$ cat config.mk
export PLATFORM = sky130hd
export DESIGN_NAME = rename_free_list
export DESIGN_NICKNAME = d
export VERILOG_FILES = /design/src/rtl/rename_free_list_pkg.sv /design/src/rtl/rename_free_list.sv
export SDC_FILE = /design/constraint.sdc
export NUM_CORES = 1
export LEC_CHECK = 0
export CELL_PAD_IN_SITES_DETAIL_PLACEMENT = 1
export CELL_PAD_IN_SITES_GLOBAL_PLACEMENT = 2
export CORE_UTILIZATION = 50
export CTS_CLUSTER_DIAMETER = 60
export DETAILED_ROUTE_END_ITERATION = 7
export DONT_BUFFER_PORTS = 1
export PLACE_DENSITY_LB_ADDON = 0.08
export SKIP_LAST_GASP = 1
export SLEW_MARGIN = 25
export SYNTH_ARGS = -nofsm -noshare
export SYNTH_HDL_FRONTEND = slang
export SYNTH_SLANG_ARGS = --single-unit
export TNS_END_PERCENT = 100
$ cat constraint.sdc
create_clock -name clk -period 12.3 [get_ports clk]
set_input_delay 1.23 -clock clk [delete_from_list [all_inputs] [get_ports clk]]
set_output_delay 1.23 -clock clk [all_outputs]
set_load 0.01 [all_outputs]
$ cat src/rtl/rename_free_list_pkg.sv
// Shared types and defaults for the physical-register free list.
// Widths here match the default 64/32 physical/architectural split.
package rename_free_list_pkg;

    localparam int PHYS_REGS_DEF = 64;
    localparam int ARCH_REGS_DEF = 32;
    localparam int PREG_W_DEF    = $clog2(PHYS_REGS_DEF);
    localparam int DEPTH_DEF     = PHYS_REGS_DEF - ARCH_REGS_DEF;
    localparam int IDX_W_DEF     = $clog2(DEPTH_DEF);

    typedef logic [PREG_W_DEF-1:0] preg_t;

    typedef struct packed {
        logic                 wrap;
        logic [IDX_W_DEF-1:0] idx;
    } free_list_ptr_t;

endpackage

$ cat src/rtl/rename_free_list.sv
// Circular free list of physical register IDs with a speculative head
// for rename and a commit head that a flush rolls the speculative head back to.
module rename_free_list
    import rename_free_list_pkg::*;
#(
    parameter int PHYS_REGS = PHYS_REGS_DEF,
    parameter int ARCH_REGS = ARCH_REGS_DEF,
    parameter int PREG_W    = $clog2(PHYS_REGS),
    parameter int DEPTH     = PHYS_REGS - ARCH_REGS
) (
    input  logic                       clk,
    input  logic                       rst,
    input  logic                       deq_req,
    output logic                       deq_valid,
    output logic [PREG_W-1:0]          deq_preg,
    input  logic                       enq_valid,
    input  logic [PREG_W-1:0]          enq_preg,
    input  logic                       commit_alloc,
    input  logic                       flush,
    output logic [$clog2(DEPTH+1)-1:0] free_count,
    output logic                       overflow_err
);

    localparam int IDX_W = $clog2(DEPTH);
    localparam int PTR_W = IDX_W + 1;
    localparam int CNT_W = $clog2(DEPTH + 1);

    typedef struct packed {
        logic             wrap;
        logic [IDX_W-1:0] idx;
    } ptr_t;

    logic [PREG_W-1:0] mem [DEPTH];
    ptr_t spec_head;
    ptr_t commit_head;
    ptr_t tail;

    ptr_t              commit_head_next;
    logic [PTR_W-1:0]  count_spec;
    logic [PTR_W-1:0]  count_commit;
    logic              deq_fire;
    logic              enq_full;
    logic              enq_fire;

    // Advance a pointer, flipping the wrap bit when the index rolls over.
    function automatic ptr_t ptr_inc(input ptr_t p);
        ptr_t r;
        if (p.idx == IDX_W'(DEPTH - 1)) begin
            r.wrap = ~p.wrap;
            r.idx  = '0;
        end else begin
            r.wrap = p.wrap;
            r.idx  = p.idx + 1'b1;
        end
        return r;
    endfunction

    // Entries between head b and tail a; equal wrap bits mean same lap.
    function automatic logic [PTR_W-1:0] ptr_diff(input ptr_t a, input ptr_t b);
        if (a.wrap == b.wrap)
            return PTR_W'(a.idx) - PTR_W'(b.idx);
        else
            return PTR_W'(DEPTH) - PTR_W'(b.idx) + PTR_W'(a.idx);
    endfunction

    // Occupancy, handshake qualification and next commit head.
    always_comb begin
        count_spec       = ptr_diff(tail, spec_head);
        count_commit     = ptr_diff(tail, commit_head);
        deq_valid        = (count_spec != '0);
        deq_preg         = mem[spec_head.idx];
        free_count       = CNT_W'(count_spec);
        deq_fire         = deq_req && deq_valid && !flush;
        enq_full         = (count_commit == PTR_W'(DEPTH));
        enq_fire         = enq_valid && !enq_full;
        commit_head_next = commit_alloc ? ptr_inc(commit_head) : commit_head;
    end

    // Pointer, storage and sticky overflow update; reset restores full list.
    always_ff @(posedge clk or posedge rst) begin
        if (rst) begin
            for (int i = 0; i < DEPTH; i++)
                mem[i] <= PREG_W'(ARCH_REGS + i);
            spec_head    <= '0;
            commit_head  <= '0;
            tail         <= '{wrap: 1'b1, idx: '0};
            overflow_err <= 1'b0;
        end else begin
            if (enq_fire) begin
                mem[tail.idx] <= enq_preg;
                tail          <= ptr_inc(tail);
            end
            if (enq_valid && enq_full)
                overflow_err <= 1'b1;
            commit_head <= commit_head_next;
            if (flush)
                spec_head <= commit_head_next;
            else if (deq_fire)
                spec_head <= ptr_inc(spec_head);
        end
    end

    // Commit may never retire an allocation rename has not yet made.
    assert property (@(posedge clk) disable iff (rst)
        !(commit_alloc && commit_head == spec_head));

endmodule

Word-level counts from Yosys, hierarchy flattened
Cells that the tools add are included.
{"block": "word_totals", "ff_bits": 211, "in_bits": 12, "output_inout_bits": 14, "word_cells": 88}
{"block": "classes", "add_sub_neg": 9, "magnitude_cmp": 3, "eq_ne": 6, "muxes": 14, "bitwise": 5, "reduce_logical": 12}
{"operator": "$bwmux 192", "count": 1}
{"operator": "$mux 6", "count": 10}
{"operator": "$bmux 6 s5", "count": 1}
{"operator": "$demux 6 s5", "count": 1}
{"operator": "$add 5x1->5 const B", "count": 3}
{"operator": "$eq 5x5->1 const B", "count": 3}
{"operator": "$add 6x5->6", "count": 2}
{"operator": "$ge 6x6->1 const B", "count": 2}
{"operator": "$not 5->6", "count": 2}
{"operator": "$sub 5x5->6", "count": 2}
{"operator": "$sub 6x5->6 const A", "count": 2}
{"operator": "$eq 6x6->1 const B", "count": 1}
{"operator": "$lt 6x1->1 const B", "count": 1}
{"operator": "$reduce_bool 6->1", "count": 1}
{"operator": "$logic_and 1x1->1", "count": 5}
{"operator": "$mux 5", "count": 1}
{"operator": "$reduce_and 2->1", "count": 2}
{"operator": "$reduce_bool 2->1", "count": 2}
{"operator": "$not 1->1", "count": 3}
{"operator": "$eq 1x1->1", "count": 2}
{"operator": "$logic_not 1->1", "count": 2}

Longest topological paths before layout
Gate-level depths: netlist (run 1).
{"block": "logic_depth", "depth_word": 8, "depth_mapped": 11}

Worst setup path before layout (run 1)
Ideal clock, no wire load.
{"block": "synth_timing", "path_type": "reg-to-output", "startpoint": "reg spec_head[2] (netlist name)", "endpoint": "out deq_valid", "arrival_time_ps": 2675, "slack_ps": 8395, "stages_incl_launch_ff": 10, "path_buffers": 2, "cell_sequence": "dfrtp_1 > clkbuf_1 > clkbuf_1 > inv_1 > ha_1 > and3b_1 > nor4_1 > nor4_4 > a2111oi_4 > inv_2"}
{"block": "synth_via", "elab_chain_cells": 4, "word_cells_on_any_way": 5, "cone_classes": "3 x add/sub; 1 x mux; 1 x reduce/logical"}
{"element": "from (decl)", "line": "rename_free_list.sv:34", "text": "ptr_t spec_head;"}
{"element": "from (signal assigned)", "line": "rename_free_list.sv:97", "text": "spec_head <= commit_head_next;"}
{"element": "from (signal assigned)", "line": "rename_free_list.sv:99", "text": "spec_head <= ptr_inc(spec_head);"}
{"element": "$sub 6x5->6", "line": "rename_free_list.sv:63", "text": "return PTR_W'(DEPTH) - PTR_W'(b.idx) + PTR_W'(a.idx);"}
{"element": "$add 6x5->6", "line": "rename_free_list.sv:63"}
{"element": "$mux 6 *", "line": "rename_free_list.sv:60", "text": "if (a.wrap == b.wrap)"}
{"element": "named net free_count[3]", "line": "rename_free_list.sv:20", "text": "output logic [$clog2(DEPTH+1)-1:0] free_count,"}
{"element": "$reduce_bool 6->1 *", "line": "rename_free_list.sv:70", "text": "deq_valid = (count_spec != '0);"}
{"element": "to (decl)", "line": "rename_free_list.sv:14", "text": "output logic deq_valid,"}
Mark *: on every way through the listed nets, which the timed path passes. The rest lies on a longest branch.

Worst setup path in the final report (run 1)
{"block": "layout_timing", "startpoint": "reg spec_head[0] (netlist name)", "endpoint": "out deq_valid"}
The elaborated chain is that of the path after synthesis.

==> reports/metrics.yaml, run 1 <==
drc: 0
critPathArrivalTime_ns: 3.71
worstSetupPathType: "reg -> out"
postCtsSetupRepairBufs: 0
yosysWarnings: 0
ioPinCount: 26
use_met2_pct: 43.3
crit_fanout: 33
htreeDepth: 1
crit_path_max_incr_delay_ns: 0.69
gr-total-overflow: 0
crit_chain: "buf_4, ha_1, and3b_1, nor4_1, nor4_4, a2111oi_4, inv_2"
critPathRequiredTime_ns: 11.07
clk_pin_slew_ns: 0.06
synth_edf_count: 0
num_vias: 6156
clockBufferDepth: 3
maxSlewViolCount: 0
crit_start: "spec_head[0]"
period_needed_ns: 4.94
syn_area_per_cell_um2: 14.6
numCtsBuffers: 25
slowest_stage: "dfrtp_4"
dr.pass1.iters: 4
setup_viol: 0
r2r-start: "spec_head[0]"
stdcell_area_um2: 11600
setup_tns_ns: 0
viasPerCell: 6.17
antenna_found_initial: 1
power.density_nw_per_um2: 278
tightest_slew_ns: 0.921
hp-class: "reg -> reg"
period_share_pct: 40.2
drtAntennaViolNets: 0
async_reset_ff_share_pct: 100
place_congestion: 0.814
cts_resized: 0
wire_per_inst_um: 25.3
clock_skew_ns: 0.0179
outcome: "finished clean"
syn_nets: 760
timing.slew.headroom_pct: 38.6
grt_pass1_vias: 6895
cts_sinks: 211
synth-seq-area-share_pct: 51.3
n_antenna_cell: 0
postCtsHoldBufs: 0
peakVddDrop_mv: 0.145
power.leakage_nw: 4.91
die_width_um: 147
wl_um: 25300
grt_pass1_wl_um: 40600
ys_seq_elements: 211
grt.busiest_layer: "met2"
io_buffers: 0
netlist_instances: 726
max_freq_ghz: 0.202
nets: 742
rows: 52
postPlaceCellArea_um2: 10800
start_util_pct: 51.6
drt-initial-drc-count: 233
ys_types: 52
cts_tree: "done"
dieArea_um2: 21700
holdWs_ns: 0.503
grtUsageTotal_pct: 24.8
p_total_mw: 3.22
root_buffer: "clkbuf_16"
worstSkewPairLatency_ns: 0.52
hold_start: "mem[118]"
dpl.hpwl_um: 16500
core_um2: 20500
cp-end-kind: "primary output"
critPathLaunchType: "flip-flop"
fp.dieH_um: 147
syn_area_um2: 10600
ys.flop_type: "dfstp_2"
grt_setup_unrepaired: "false"
drive_above_1_share_pct: 59.1
drv_cap: 0
grt_max_degree: 146
use_met1_pct: 32.8
hold_viol: 0
grt_use_met3_pct: 2.90
area_growth_pct: 9.74
synth_stat cells (all sizes together), types with 4 or more instances:
cell      n  area [um^2]
mux2    195         2200
dfstp   113         2970
dfrtp    98         2450
mux4     60         1350
clkbuf   37          139
nand4    33          206
nand2    30          113
inv      22         82.6
ha       20          250
nor2     13         48.8
o21ai    13         65.1
buf      12         53.8
a21oi     7         35.0
and3      7         43.8
xnor2     6         52.6
a31oi     4         25.0
nand2b    4         25.0
nand3     4         20.0
nor3      4         20.0
nor3b     4         30.0
cell families after synthesis:
group           synth area share, %
mux                            33.6
flops                          51.3
simple gates                   6.00
buf+inv                        2.67
compound gates                 2.89
fa+ha+maj                      2.74
xor+xnor                      0.816
stage by stage:
stage	setup slack (ns)	util, %	cells
5_1_grt	7.02	56.6	997
6_report	7.36	56.6	997
2_1_floorplan	5.49	-	726
3_3_place_gp	7.84	52.5	951
3_5_place_dp	7.79	52.5	951
4_1_cts	7.24	56.6	997
registers in the layout, indices dropped and copies added, names as in the netlist:
register,cells
commit_head,6
overflow_err,1
mem,192
spec_head,6
tail,6
cells in the final DEF (no fill, tap or decap), types with 6 or more instances in the layout:
master	instances
a21oi_1	7
mux2_2	195
o21ai_0	13
mux4_2	60
ha_1	20
clkbuf_16	25
clkbuf_8	6
nand4_1	33
dfstp_2	113
nor2_1	13
nand2_1	30
inv_1	20
and3_1	7
xnor2_1	6
clkinv_2	8
dfrtp_1	96
per-layer routing:
layer,part of all wire (%),wire [um]
met1,42,10600
met2,53,13300
met3,3.3,824
met4,2.1,531
met5,0.032,8
final cells by class:
type / instances / area (um^2)
Clock buffer: 34 / 719
Clock inverter: 12 / 118
Fill cell: 1937 / 8890
Inverter: 24 / 103
Multi-Input combinational cell: 442 / 4870
Sequential cell: 211 / 5430
Tap cell: 270 / 338
Timing Repair Buffer: 4 / 30.0
path summary, 6_finish.rpt:
path | endpoint | slack (ns) | cells after the start
worst min-delay path | mem[118] | 0.50 | 1
worst min register to register | mem[118] | 0.50 | 1
min in group asynchronous | mem[51] | 0.68 | 1
max in group asynchronous | mem[30] | 10.19 | 2
worst max-delay path | deq_valid | 7.36 | 7
worst max register to register | spec_head[2] | 8.64 | 9
power breakdown:
group	leakage, nW	internal (mW)	switching [mW]
Clock	0.423	0.451	0.283
Combinational	2.06	0.622	0.572
Sequential	2.43	1.09	0.207
worst max-delay path: cells and delay by family, from the launching register on:
kind,cells,cell delay (ns)
buffers and inverters,2,0.81
and+or+nand+nor,3,0.78
DFF,1,0.69
AOI/OAI and AO/OA,1,0.60
adders and majority gates,1,0.29
Power figures use the tool's default switching activity.
==> run 2: changes to the inputs <==
Settings changed: CORE_UTILIZATION 50 to 47.
Clock period 12.3 ns to 4.7 ns, I/O delays scaled along.
==> run 2 against run 1 <==
Net effect:
- the run now ends with DRC left
- non-clock buffer count rose by 3
- setup slack got worse by 6.6 ns
- die area rose by 6.3%
- critical path depth did not move
- sequential cell count did not move
- clock-buffer cell count fell by 1
- final area rose by 0.60%
- via count fell by 0.86%
- critical path type unchanged
- largest power group unchanged
==> reports/metrics.yaml, run 2 (synthesis gave the netlist of run 1 again) <==
max_freq_ghz: 0.251
wire_per_inst_um: 25.1  # -0.76%
layout_commonest_cell: "mux2_2"
internal_power_mw: 5.76  # +170%
rows: 54  # +3.8%
stdcell_area_um2: 11700  # +0.60%
p_comb_share_pct: 36.4  # -0.7 points
cts_tree: "done"
start_util_pct: 48.2  # -3.4 points
slowest_stage: "dfrtp_1"
p_sw_mw: 2.77  # +160%
final_cell_mix: "mux2_2 (195), dfstp_2 (113), dfrtp_1 (96)"
antenna_found_initial: 1  # unchanged
dr.pass1.iters: 8  # +4
htreeDepth: 1  # unchanged
core_um2: 22000  # +7.1%
num_vias: 6103  # -0.86%
cp_top_family: "flip-flops"
period_share_pct: 84.6
largest_register_ffs: 192  # unchanged
clkPwrFrac_pct: 23.9  # +1.1 points
area_growth_pct: 10.4
grt_setup_unrepaired: "false"
worstSkewPairLatency_ns: 0.53  # about the same
clk_pin_slew_ns: 0.06  # about the same
drtAntennaViolNets: 0  # unchanged
gr-total-overflow: 0  # unchanged
tightest_slew_ns: 0.881  # -0.0397 ns
n_antenna_cell: 0  # unchanged
drc: 4  # +4
io_buffers: 0  # unchanged
ioPinCount: 26  # unchanged
root_buffer: "clkbuf_16"
pwr-share-seq_pct: 39.7  # -0.4 points
clock_skew_ns: 0.0154  # -0.00249 ns
setup_tns_ns: 0  # unchanged
critPathRequiredTime_ns: 4.23  # -6.84 ns
outcome: "finished with violations"
setup_viol: 0  # unchanged
critPathLaunchType: "flip-flop"
crit_chain: "inv_1, ha_1, and3b_1, nor4_1, nor4_4, a2111oi_4, inv_2"
drt-initial-drc-count: 222  # -4.7%
worstSetupPathType: "reg -> out"
path_buf_inv: 2  # unchanged
drv_cap: 0  # unchanged
drive_above_1_share_pct: 58.4  # -0.77 points
crit_path_max_incr_delay_ns: 0.92  # +0.23 ns
clockBufferDepth: 3  # unchanged
cts_resized: 0  # unchanged
peakVddDrop_mv: 0.349  # +140%
critPathArrivalTime_ns: 3.51  # -0.20 ns
crit_fanout: 17  # -48%
power.density_nw_per_um2: 731  # +160%
p_total_mw: 8.54  # +170%
wl_um: 25300  # +0.34%
p_sw_share_pct: 32.5  # -0.47 points
hold_viol: 0  # unchanged
hp-class: "in -> reg"
place_congestion: 0.759  # -6.8%
viasPerCell: 6.05  # -1.9%
grt_max_degree: 135  # -7.5%
maxSlewViolCount: 0  # unchanged
dpl.hpwl_um: 16600  # +0.88%
fill_cells: 2076  # +7.2%
grt_pass1_wl_um: 41600  # +2.2%
power.leakage_nw: 4.91  # about the same
cp-end-kind: "primary output"
die_width_um: 152  # +3.1%
period_needed_ns: 3.98
timing.slew.headroom_pct: 41.2  # +2.6 points
largest-register: "mem"
dieArea_um2: 23100  # +6.3%
cts_sinks: 211  # unchanged
numCtsBuffers: 24  # -4.0%
grt_pass1_vias: 6895  # unchanged
postPlaceCellArea_um2: 10800  # +0.34%
violations: "DRC"
grtUsageTotal_pct: 23.5  # -1.2 points
fp.dieH_um: 152  # +3.1%
nets: 744  # +0.27%
[run 2: changes by cell type in the layout (fill, tap and decap cells not counted), sizes merged]
cell	change
dlygate4sd3	+1
clkbuf	-1
buf	+2
inv	-2
clkinv	-6
clkinvlp	+3
bufinv	+4
[run 2: timing repair]
item                                   in CTS  in global routing
buffers inserted                            0                  0
hold buffers                                1                  0
endpoints found under the hold margin      14                  0
[run 2: layout make-up]
class / instances / area (um^2) / area share (%)
clock buffer: 33 / 644 / 5.52
clock inverter: 11 / 221 / 1.90
inverter: 24 / 93.8 / 0.804
multi-input combinational: 442 / 4870 / 41.7
sequential: 211 / 5430 / 46.5
tap: 280 / 350 / 3.00
timing repair buffer: 7 / 67.6 / 0.579
[run 2: stage by stage]
step / cells / setup WS [ns] / hold WS [ns] / utilization (%)
floorplan: 726 / 1.55 / 0.474 / -
global placement: 963 / 1.29 / 0.455 / 49.2
detailed placement: 963 / 1.26 / 0.463 / 49.2
CTS: 1008 / 0.697 / 0.0734 / 53.2
global route: 1008 / 0.506 / 0.0769 / 53.2
finish: 1008 / 0.722 / 0.0920 / 53.2
[run 2: power groups by stage]
| stage | sequential (mW) | clock [mW] | combinational [mW] |
|---|---|---|---|
| 5_1_grt | 3.51 | 2.16 | 3.39 |
| 2_1_floorplan | 3.12 | 0 | 2.56 |
| 4_1_cts | 3.39 | 2.09 | 3.14 |
| 3_5_place_dp | 3.42 | 0 | 3.13 |
| 3_3_place_gp | 3.36 | 0 | 3.02 |
| 6_report | 3.39 | 2.04 | 3.10 |
[run 2: path summary, 6_finish.rpt]
kind                            cells after the start          from            to  slack, ns
worst max-delay path                                7  spec_head[1]     deq_valid       0.72
max in group asynchronous                           3           rst  spec_head[0]       3.03
worst min-delay path                                2     enq_valid       tail[5]       0.09
worst max register to register                      9  spec_head[1]  spec_head[3]       1.27
min in group asynchronous                           2           rst       mem[51]       0.51
worst min register to register                      1       mem[19]       mem[19]       0.50
[run 2: per-layer routing]
metal  vias up  GRT usage (%)  wire, um
li1       2692              -         -
met1      3306           32.8     11600
met2        68           38.5     12400
met3        37           3.39       678
met4         0           6.75       636
met5         -              0         0
==> run 3: changes to the inputs <==
Settings changed: CORE_UTILIZATION 47 to 42.
Clock period 4.7 ns to 3.6 ns, I/O delays scaled along.
==> run 3 against run 2 <==
Net effect:
- the flow now finishes without violations
- clock power rose by 29%
- worst hold slack got worse by 0.069 ns
- cell count rose by 6.5%
- core utilization fell by 4.2 points
==> reports/metrics.yaml, run 3 (synthesis gave the netlist of run 1 again) <==
n_antenna_cell: 0  # unchanged
root_buffer: "clkbuf_16"
max_freq_ghz: 0.297
drtAntennaViolNets: 0  # unchanged
grt_max_degree: 64  # -53%
rr_endpoint: "mem[142]"
htreeDepth: 1  # unchanged
crit_start: "tail[0]"
holdWs_ns: 0.0230  # -0.0691 ns
timing.slew.headroom_pct: 40.2  # -1.0 points
numCtsBuffers: 28  # +17%
dieArea_um2: 25800  # +12%
drt-initial-drc-count: 358  # +61%
setup_viol: 0  # unchanged
cts_sinks: 211  # unchanged
endpoint: "deq_valid"
met3WireLength_um: 951  # +40%
fp.dieH_um: 161  # +5.7%
hp-class: "in -> reg"
drc: 0  # -4
peakVddDrop_mv: 0.532  # +53%
dpl.hpwl_um: 18100  # +9.0%
outcome: "finished clean"
clk_pin_slew_ns: 0.07  # about the same
io_buffers: 0  # unchanged
power.leakage_nw: 5.05  # +2.8%
final_cell_mix: "mux2_2 (195), dfstp_2 (113), dfrtp_1 (95)"
grt_pass1_vias: 6900  # +0.073%
cp-end-kind: "primary output"
period_share_pct: 93.4
critPathRequiredTime_ns: 3.24  # -0.99 ns
fill_cells: 2400  # +16%
clockBufferDepth: 3  # unchanged
tightest_slew_ns: 0.890  # +0.00825 ns
r2r-start: "tail[0]"
maxSlewViolCount: 0  # unchanged
met2WireLength_um: 13000  # +4.8%
grt_pass1_wl_um: 43500  # +4.6%
grt_setup_unrepaired: "false"
start_util_pct: 43.1  # -5.1 points
area.sequential_um2: 5430  # about the same
antenna_found_initial: 1  # unchanged
stdcell_area_um2: 12000  # +2.9%
final_core_util_pct: 49.0  # -4.2 points
drv_cap: 0  # unchanged
critPathLaunchType: "flip-flop"
core_um2: 24500  # +12%
place_congestion: 0.784  # +3.3%
multi_input_area_um2: 4890  # +0.31%
crit_fanout: 6  # -11
dr.pass1.iters: 4  # -4
power.density_nw_per_um2: 947  # +30%
die_width_um: 161  # +5.7%
postPlaceCellArea_um2: 10900  # +1.1%
grtUsageTotal_pct: 22.2  # -1.3 points
top_layer: "met4"
largest-register: "mem"
nets: 762  # +2.4%
worstSetupPathType: "reg -> out"
critPathArrivalTime_ns: 3.00  # -0.51 ns
wl_um: 27400  # +8.1%
hold_viol: 0  # unchanged
num_vias: 6265  # +2.7%
layout_commonest_cell: "mux2_2"
area_growth_pct: 13.6
setup_tns_ns: 0  # unchanged
ioPinCount: 26  # unchanged
period_needed_ns: 3.36
cts_tree: "done"
r2r_setup_slack_ns: 0.51  # -0.76 ns
worstSkewPairLatency_ns: 0.54  # about the same
wire_per_inst_um: 25.5  # +1.5%
wl_met1_um: 13000  # +12%
viasPerCell: 5.83  # -3.7%
gr-total-overflow: 0  # unchanged
drive_above_1_share_pct: 59.7  # +1.4 points
rows: 57  # +5.6%
largest_register_ffs: 192  # unchanged
r2r_cells: 10  # +1
clock_skew_ns: 0.0176  # +0.00224 ns
## run 3: cell types whose count changed in the layout (fill, tap and decap cells not counted), moves of 2 or more
cell	previous run	this run
buf_12	1	11
clkinv_2	2	5
dlygate4sd3_1	1	3
bufinv_16	6	0
clkbuf_8	1	5
inv_8	0	2
clkbuf_1	8	6
clkbuf_16	24	29
## run 3: how the worst min path moves through the flow
stage                            start        endpoint  slack, ns  cells past startpoint
after CTS                 commit_alloc  commit_head[0]     0.0008                      1
after floorplan               mem[102]        mem[102]       0.47                      1
after global placement         mem[13]         mem[13]       0.48                      1
final                     commit_alloc  commit_head[0]       0.02                      1
after global routing      commit_alloc  commit_head[0]       0.01                      1
after detailed placement       mem[80]         mem[80]       0.49                      1
## run 3: power breakdown
part	total (mW)	internal, mW	switching (mW)
combinational	4.40	2.18	2.22
sequential	4.33	3.71	0.622
clock	2.64	1.59	1.05
total	11.4	7.48	3.90
## run 3: area by class of cell
cell class / instances / share of cell area [%]
tap: 324 / 3.37
clock buffer: 40 / 6.80
sequential: 211 / 45.2
timing repair buffer: 20 / 2.46
multi-input combinational: 443 / 40.7
inverter: 24 / 0.781
clock inverter: 12 / 0.729
## run 3: layer usage
metal	GRT usage, %	up-vias
li1	-	2735
met1	32.7	3406
met2	35.3	96
met3	3.23	28
met4	4.42	0
met5	0	-
## run 3: repair_timing
action / CTS / global route
pin swaps: 0 / 1
gates cloned: 0 / 1
hold endpoints to repair: 218 / 0
resized for setup: 1 / 0
hold buffers: 9 / 0
endpoints found under the setup margin: 1 / 1
buffers inserted: 0 / 1
## run 3: critical path, stage by stage, from the launching register on
cell and delay (ns):
dfrtp_1 0.43, inv_1 0.14, ha_1 0.23, fa_1 0.41, nand2b_1 0.17, a21oi_1 0.16
xor2_1 0.22, a2111oi_4 0.51, inv_2 0.19
## run 3: through the flow
stage | setup slack [ns] | cells | power, mW
floorplan | 0.531 | 726 | 7.43
global placement | 0.607 | 1010 | 8.45
detailed placement | 0.440 | 1010 | 8.68
CTS | 0.0681 | 1071 | 11.4
global route | 0.0400 | 1074 | 12.0
finish | 0.238 | 1074 | 11.4
